File: src/rtl/mem_arbiter.sv
// Arbitrates fetch and data requesters onto one single-port memory, data has fixed priority.
// Latency: req in IDLE -> m_req next cycle -> ready pulse one cycle after m_ack (min 2 cycles).
// Backpressure: one outstanding transaction; a requester holds req (stall=1) until its ready pulse.
module mem_arbiter #(
   parameter int DW = 32,
   parameter int AW = 32
) (
   input  logic            clk,
   input  logic            rst,
   input  logic            i_req,
   input  logic [AW-1:0]   i_addr,
   output logic [DW-1:0]   i_rdata,
   output logic            i_ready,
   input  logic            d_req,
   input  logic            d_wr,
   input  logic [AW-1:0]   d_addr,
   input  logic [DW-1:0]   d_wdata,
   input  logic [DW/8-1:0] d_wstrb,
   output logic [DW-1:0]   d_rdata,
   output logic            d_ready,
   output logic            m_req,
   output logic            m_wr,
   output logic [AW-1:0]   m_addr,
   output logic [DW-1:0]   m_wdata,
   output logic [DW/8-1:0] m_wstrb,
   input  logic [DW-1:0]   m_rdata,
   input  logic            m_ack,
   output logic            stall,
   output logic [31:0]     i_cnt,
   output logic [31:0]     d_cnt
);

   typedef enum logic [2:0] {IDLE, IBUSY, DBUSY, IRESP, DRESP} stateT;

   stateT             state, nextState;
   logic [AW-1:0]     cmdAddr;
   logic              cmdWr;
   logic [DW-1:0]     cmdWdata;
   logic [DW/8-1:0]   cmdWstrb;
   logic [DW-1:0]     iRdata, dRdata;
   logic [31:0]       iCnt, dCnt;

   always_ff @(posedge clk) begin
      if (!rst) state <= IDLE;
      else      state <= nextState;
   end

   always_comb begin
      nextState = state;
      unique case (state)
         IDLE: begin
            if (d_req)      nextState = DBUSY;
            else if (i_req) nextState = IBUSY;
         end
         IBUSY:   if (m_ack) nextState = IRESP;
         DBUSY:   if (m_ack) nextState = DRESP;
         IRESP:   nextState = IDLE;
         DRESP:   nextState = IDLE;
         default: nextState = IDLE;
      endcase
   end

   // Command is frozen on BUSY entry so requester inputs may wander while the memory works.
   always_ff @(posedge clk) begin
      if (!rst) begin
         cmdAddr  <= '0;
         cmdWr    <= 1'b0;
         cmdWdata <= '0;
         cmdWstrb <= '0;
         iRdata   <= '0;
         dRdata   <= '0;
         iCnt     <= '0;
         dCnt     <= '0;
      end else begin
         if (state == IDLE) begin
            if (d_req) begin
               cmdAddr  <= d_addr;
               cmdWr    <= d_wr;
               cmdWdata <= d_wdata;
               cmdWstrb <= d_wstrb;
            end else if (i_req) begin
               cmdAddr  <= i_addr;
               cmdWr    <= 1'b0;
               cmdWdata <= '0;
               cmdWstrb <= '0;
            end
         end
         if (state == IBUSY && m_ack)           iRdata <= m_rdata;
         if (state == DBUSY && m_ack && !cmdWr) dRdata <= m_rdata;
         if (state == IRESP) iCnt <= iCnt + 32'd1;
         if (state == DRESP) dCnt <= dCnt + 32'd1;
      end
   end

   assign m_req   = (state == IBUSY) || (state == DBUSY);
   assign m_wr    = cmdWr;
   assign m_addr  = cmdAddr;
   assign m_wdata = cmdWdata;
   assign m_wstrb = cmdWstrb;

   assign i_ready = (state == IRESP);
   assign d_ready = (state == DRESP);
   assign i_rdata = iRdata;
   assign d_rdata = dRdata;
   assign i_cnt   = iCnt;
   assign d_cnt   = dCnt;

   assign stall = (d_req & ~d_ready) | (i_req & ~i_ready);

endmodule
File: config.mk
export PLATFORM = sky130hd
export DESIGN_NAME = mem_arbiter
export DESIGN_NICKNAME = d
export VERILOG_FILES = /design/src/rtl/mem_arbiter.sv
export SDC_FILE = /design/constraint.sdc
export NUM_CORES = 1
export LEC_CHECK = 0
export CAP_MARGIN = 20
export CORE_AREA = 2 2 132 134
export CTS_BUF_LIST = sky130_fd_sc_hd__clkbuf_16
export DETAILED_ROUTE_END_ITERATION = 16
export DIE_AREA = 0 0 134 136
export DONT_BUFFER_PORTS = 1
export PLACE_DENSITY_LB_ADDON = 0.25
export SLEW_MARGIN = 20
export SYNTH_ARGS = -nofsm -noshare
export SYNTH_HDL_FRONTEND = slang
export SYNTH_SLANG_ARGS = --single-unit
File: constraint.sdc
create_clock -name clk -period 4.2 [get_ports clk]
set_input_delay 0.84 -clock clk [delete_from_list [all_inputs] [get_ports clk]]
set_output_delay 0.84 -clock clk [all_outputs]
set_load 0.05 [all_outputs]
==> results of run 1 <==
## registers in the layout (all words and copies together) (netlist names)
signal / flops
d_cnt: 32
d_rdata: 32
i_cnt: 32
i_rdata: 32
m_addr: 32
m_wdata: 32
m_wr: 1
m_wstrb: 4
state: 3
## stage by stage
step | util | instances
floorplan | - | 939
finish | 0.5229 | 1139
CTS | 0.5205 | 1136
global placement | 0.4828 | 1104
detailed placement | 0.4828 | 1104
global route | 0.5229 | 1139
## power breakdown
| part | leakage [nW] | switching, mW | total [mW] | internal, mW |
|---|---|---|---|---|
| Sequential | 1.63 | 0.388 | 2.37 | 1.99 |
| Clock | 0.310 | 0.763 | 1.78 | 1.01 |
| Combinational | 1.05 | 0.195 | 0.302 | 0.107 |
## layout make-up
| type | instances | area (um2) |
|---|---|---|
| diodes | 2 | 5.005 |
| clock buffers | 17 | 425.4 |
| clock inverters | 15 | 211.5 |
| fillers | 1608 | 8051 |
| inverters | 13 | 53.80 |
| multi-input cells | 659 | 3764 |
| flip-flops and latches | 200 | 4004 |
| well taps | 225 | 281.5 |
| repair buffers | 8 | 80.08 |
## worst reg2reg max path, delay by kind of cell (launching register included)
family / cells / cell delay, ps
simple gates: 3 / 1500
compound gates: 1 / 140
fa+ha+maj: 1 / 360
flops: 1 / 700
## worst max path at each step
stage | start | to | slack, ps | cells past startpoint
2_1_floorplan | state[1]$_SDFFE_PN0P_ | stall | 370 | 3
3_3_place_gp | i_cnt[0]$_SDFFE_PN0P_ | i_cnt[30]$_SDFFE_PN0P_ | 1500 | 5
3_5_place_dp | i_cnt[1]$_SDFFE_PN0P_ | i_cnt[30]$_SDFFE_PN0P_ | 1460 | 5
4_1_cts | state[1]$_SDFFE_PN0P_ | stall | 1190 | 3
5_1_grt | state[1]$_SDFFE_PN0P_ | stall | 1140 | 3
6_report | state[1]$_SDFFE_PN0P_ | stall | 1230 | 3
## cells in the mapped netlist, drive strengths merged, types with 4 or more instances
| cell | count |
|---|---|
| nand4 | 22 |
| or3 | 17 |
| and4 | 9 |
| mux2i | 35 |
| xnor2 | 9 |
| nand2 | 153 |
| nand3 | 19 |
| buf | 6 |
| nor4 | 5 |
| clkbuf | 61 |
| nor2 | 89 |
| dfxtp | 200 |
| o31ai | 27 |
| and2 | 7 |
| nand2b | 4 |
| and3 | 9 |
| a22oi | 37 |
| inv | 12 |
| a211oi | 32 |
| or4 | 29 |
| o21ai | 18 |
| a21oi | 109 |
| nor3 | 8 |
| xor2 | 9 |
## cell families after synthesis
kind of cell	count (synthesis)	synth area share
multiplexers	36	0.04494
AND/OR/NAND/NOR	379	0.2267
adder cells (fa/ha/maj)	2	0.003109
flip-flops	200	0.4976
buffers and inverters	80	0.03856
XOR/XNOR	18	0.01959
AO/OA/AOI/OAI	224	0.1695
## layer usage
metal / up-vias / GRT usage / wire (um)
met5: - / 0 / 0
met4: 0 / 0.08392 / 505
met3: 29 / 0.08427 / 1851
met2: 266 / 0.4017 / 11240
met1: 3099 / 0.2794 / 8820
li1: 3269 / - / -
==> run_results.csv, run 1 <==
group,metric,value,unit
run_status,status,"finished clean",
power,vdd_drop_max,269.9,uV
detailed_routing,drt_iter0_markers,436,
sta,setup_tns,0,ps
global_route,grt_max_degree,123,
finish,area_growth,9.672,%
synth,synth_edf_count,0,
die,die-area,0.01822,mm2
setup_path,cpPeakStageDelay,800,ps
placed_design,gp_congestion,0.7913,
clock_tree,cts_sinks,200,
sta,fmax,337.2,MHz
min_path,min-delay-start,"m_rdata[28]",
synth,yosysTopAreaCell,"dfxtp_1",
min_path,whs_path_depth,2,
synth,ys_seq_elements,200,
job,cap_violations,0,
setup_path,worst-r2r-setup-slack,1430,ps
synth,synth_area_per_cell,8.569,um2
detailed_routing,wl_per_cell,19.68,um
setup_path,setup.worst_path.end_class,"output port",
sta,period_needed,2966,ps
sta,fin_crit_sh,0.7062,
setup_path,worstReg2RegEnd,"i_cnt[30]$_SDFFE_PN0P_",
sta,hold_viol,0,
die,start_util,0.4768,
finish,layout_commonest_cell,"dfxtp_1",
placed_design,io_buffers,0,
synth,ys_top_cells_by_area,"dfxtp_1 50%, nand2_1 7.1%, a21oi_1 6.8%, mux2i_1 4.4%, nor2_1 4.2%",
setup_path,critical-path-slowest-cell,"o21ai_1",
placed_design,dp_slack,1456,ps
finish,final_layout_size_suffix_gt1_frac,0.05921,
setup_path,arrival,2130,ps
min_path,min_to,"i_rdata[28]$_SDFFE_PN0P_",
setup_path,path_buf_inv,1,
sta,setup_viol,0,
detailed_routing,firstDrtPassIters,5,
synth,ys_seq_area_frac,0.4976,
synth,syn_inst,939,
synth,synth.net_count,1079,
die,die_w,134,um
sta,fin_ws,1234,ps
power,leakagePower,2.983,nW
global_route,grt_pass1_vias,6062,
sta,fin_worst_skew,12.09,ps
synth,synth_warnings,0,
finish,final_cell_mix,"200 x dfxtp_1, 153 x nand2_1, 109 x a21oi_1, 89 x nor2_1, 37 x a22oi_1",
setup_path,cp-start-kind,"register",
setup_path,crit_type,"reg2out",
synth,yosysTopAreaCellShare,0.4976,
detailed_routing,ant_nets,0,
sta,slew_violations,0,
placed_design,place_area,0.008148,mm2
die,std_cell_rows,48,
clock_tree,insertion_delay,420,ps
detailed_routing,avgViaCountPerCell,5.850,
clock_tree,root_buffer,"clkbuf_16",
sta,rsz0062_at_grt,"false",
clock_tree,hold_buffers,0,
finish,fin_nets,1039,
clock_tree,cts_setup_buffers,0,
detailed_routing,vias,6663,
sta,worst_pin_slew,1010,ps
global_route,grt_usage,0.2375,
setup_path,required,3360,ps
finish,stdcell_area,0.008825,mm2
power,p_per_area,504.6,mW/mm2
detailed_routing,drc,0,
setup_path,crit_family,"compound AO/OA/AOI/OAI gates",
die,design.core.area,0.01688,mm2
clock_tree,htreeDepth,4,
synth,synth-async-reset-ratio,0,
min_path,hold_path.class,"in2reg",
setup_path,rr_worst_depth,5,
setup_path,timing.rr.start,"i_cnt[1]$_SDFFE_PN0P_",
power,p_total,4.453,mW
synth,synth_cell_types,39,
detailed_routing,routed_wl,22.41,mm
global_route,overflow,0,
die,ios,339,
setup_path,crit_chain,"nor3b_2 -> buf_4 -> o21ai_1",
synth,synthFlopType,"dfxtp_1",
clock_tree,ctsResizeCount,0,
sta,hold_ws,538.8,ps
clock_tree,tritoncts,"built",
global_route,antenna_found_initial,2,
die,die_y,136,um
clock_tree,cts_buffer_depth,2,
clock_tree,clk_pin_slew,80,ps
global_route,grt_pass1_wl,34.02,mm
synth,syn_area,0.008046,mm2
setup_path,cp_max_fo,11,
placed_design,dp_hpwl,15.76,mm
clock_tree,cts_inserted_buffers,17,
sta,slew_headroom,0.3220,
No activity file was read; power rests on OpenSTA's default activity.
==> run 2: changes to the inputs <==
==> constraint.sdc (replaced) <==
create_clock -name clk -period 3.02 [get_ports clk]
set_input_delay 0.604 -clock clk [delete_from_list [all_inputs] [get_ports clk]]
set_output_delay 0.604 -clock clk [all_outputs]
set_load 0.05 [all_outputs]
==> run_results.csv, run 2 (synthesis results as in run 1) <==
group,metric,value,unit
run_status,status,"finished clean",
placed_design,io_buffers,0,
sta,hold_ws,297.8,ps
global_route,grt_pass1_wl,33.35,mm
die,std_cell_rows,48,
clock_tree,htreeDepth,4,
die,die_y,136,um
detailed_routing,firstDrtPassIters,7,
global_route,overflow,0,
finish,layout_commonest_cell,"dfxtp_1",
finish,final_cell_count_no_fill,1165,
clock_tree,hold_buffers,0,
setup_path,arrival,2720,ps
finish,multi_input_area,0.003756,mm2
clock_tree,insertion_delay,430,ps
clock_tree,cts_setup_buffers,0,
detailed_routing,top_layer,"met4",
global_route,grt_max_degree,78,
detailed_routing,wl_met1,8.385,mm
finish,fin_nets,1067,
sta,fmax,423.7,MHz
global_route,grt_usage,0.2338,
sta,period_needed,2360,ps
clock_tree,clk_pin_slew,70,ps
min_path,min-delay-start,"m_rdata[24]",
detailed_routing,drc,0,
sta,setup_tns,0,ps
sta,rsz0062_at_grt,"false",
clock_tree,tritoncts,"built",
sta,setup_viol,0,
die,die-area,0.01822,mm2
detailed_routing,wl_per_cell,18.87,um
die,die_w,134,um
clock_tree,cts_buffer_depth,2,
clock_tree,ctsResizeCount,0,
placed_design,placedCellCount,1133,
placed_design,gp_congestion,0.7859,
min_path,min_to,"i_rdata[24]$_SDFFE_PN0P_",
detailed_routing,dr_wl_met3,2.099,mm
finish,final_layout_size_suffix_gt1_frac,0.08617,
setup_path,crit_type,"reg2reg",
setup_path,worst-r2r-setup-slack,660,ps
detailed_routing,ant_nets,0,
setup_path,cp_max_fo,16,
sta,worst_pin_slew,830.8,ps
sta,hold_viol,0,
detailed_routing,drt_iter0_markers,356,
clock_tree,cts_inserted_buffers,17,
sta,slew_violations,0,
detailed_routing,dr_wl_met2,11.07,mm
die,design.core.area,0.01688,mm2
sta,slew_headroom,0.4462,
clock_tree,cts_sinks,200,
setup_path,setup.worst_path.end_class,"register",
power,p_total,6.012,mW
finish,area_growth,11.52,%
finish,antenna_cells,0,
power,leakagePower,3.097,nW
detailed_routing,routed_wl,21.98,mm
detailed_routing,vias,6729,
finish,final_cell_mix,"200 x dfxtp_1, 153 x nand2_1, 109 x a21oi_1, 89 x nor2_1, 37 x a22oi_1",
power,p_per_area,670.0,mW/mm2
die,ios,339,
placed_design,dp_hpwl,15.70,mm
global_route,antenna_found_initial,0,
job,cap_violations,0,
setup_path,timing.rr.start,"d_cnt[12]$_SDFFE_PN0P_",
sta,fin_crit_sh,0.7815,
finish,fillers,1608,
detailed_routing,avgViaCountPerCell,5.776,
min_path,hold_path.class,"in2reg",
min_path,whs_path_depth,2,
sta,fin_worst_skew,10.38,ps
die,start_util,0.4768,
setup_path,rr_worst_depth,4,
setup_path,worstReg2RegEnd,"d_cnt[31]$_SDFFE_PN0P_",
power,vdd_drop_max,381.7,uV
setup_path,required,3380,ps
global_route,grt_pass1_vias,6053,
clock_tree,root_buffer,"clkbuf_16",
setup_path,cp-start-kind,"register",
finish,regArea,0.004004,mm2
[run 2: changes by cell type in the layout (fill, tap and decap cells not counted), sizes merged]
cell      before  now
buf            8   36
diode          2    0
inv           18   17
bufinv         4    2
clkinvlp       1    4
[run 2: worst max-delay path by stage]
stage / startpoint / endpoint
CTS: d_cnt[12]$_SDFFE_PN0P_ / d_cnt[31]$_SDFFE_PN0P_
global placement: d_cnt[12]$_SDFFE_PN0P_ / d_cnt[27]$_SDFFE_PN0P_
detailed placement: d_cnt[12]$_SDFFE_PN0P_ / d_cnt[31]$_SDFFE_PN0P_
global route: d_cnt[12]$_SDFFE_PN0P_ / d_cnt[31]$_SDFFE_PN0P_
finish: d_cnt[12]$_SDFFE_PN0P_ / d_cnt[31]$_SDFFE_PN0P_
floorplan: d_req / stall
[run 2: per-layer routing]
metal | track usage | vias to the layer above
li1 | - | 3320
met1 | 0.2713 | 3120
met2 | 0.3980 | 263
met3 | 0.09135 | 26
met4 | 0.07388 | 0
met5 | 0 | -
[run 2: stage by stage]
stage / cell area, um2 / utilization / worst slack, ps
final: 8974 / 0.5317 / 659.9
after global routing: 8974 / 0.5317 / 473.7
after CTS: 8974 / 0.5317 / 679.5
after detailed placement: 8378 / 0.4964 / 696.8
after global placement: 8378 / 0.4964 / 732.1
after floorplan: 8051 / - / 203.1
[run 2: where the power goes]
group / leakage [nW] / internal (mW) / switching [mW]
sequential: 1.63 / 2.76 / 0.530
combinational: 1.19 / 0.152 / 0.276
clock: 0.281 / 1.24 / 1.05
total: 3.10 / 4.16 / 1.86
[run 2: cell type report]
| class | count | share of cell area |
|---|---|---|
| clock buffer | 17 | 0.04741 |
| multi-input combinational | 659 | 0.4186 |
| tap | 225 | 0.03137 |
| sequential | 200 | 0.4462 |
| inverter | 13 | 0.005996 |
| timing repair buffer | 36 | 0.03151 |
| clock inverter | 15 | 0.01896 |
[run 2: critical path, cell delays in order (launching register included)]
cell     delay [ps]
dfxtp_1         740
and4_1          360
nand4_1         430
or4_1           620
a21oi_1         140
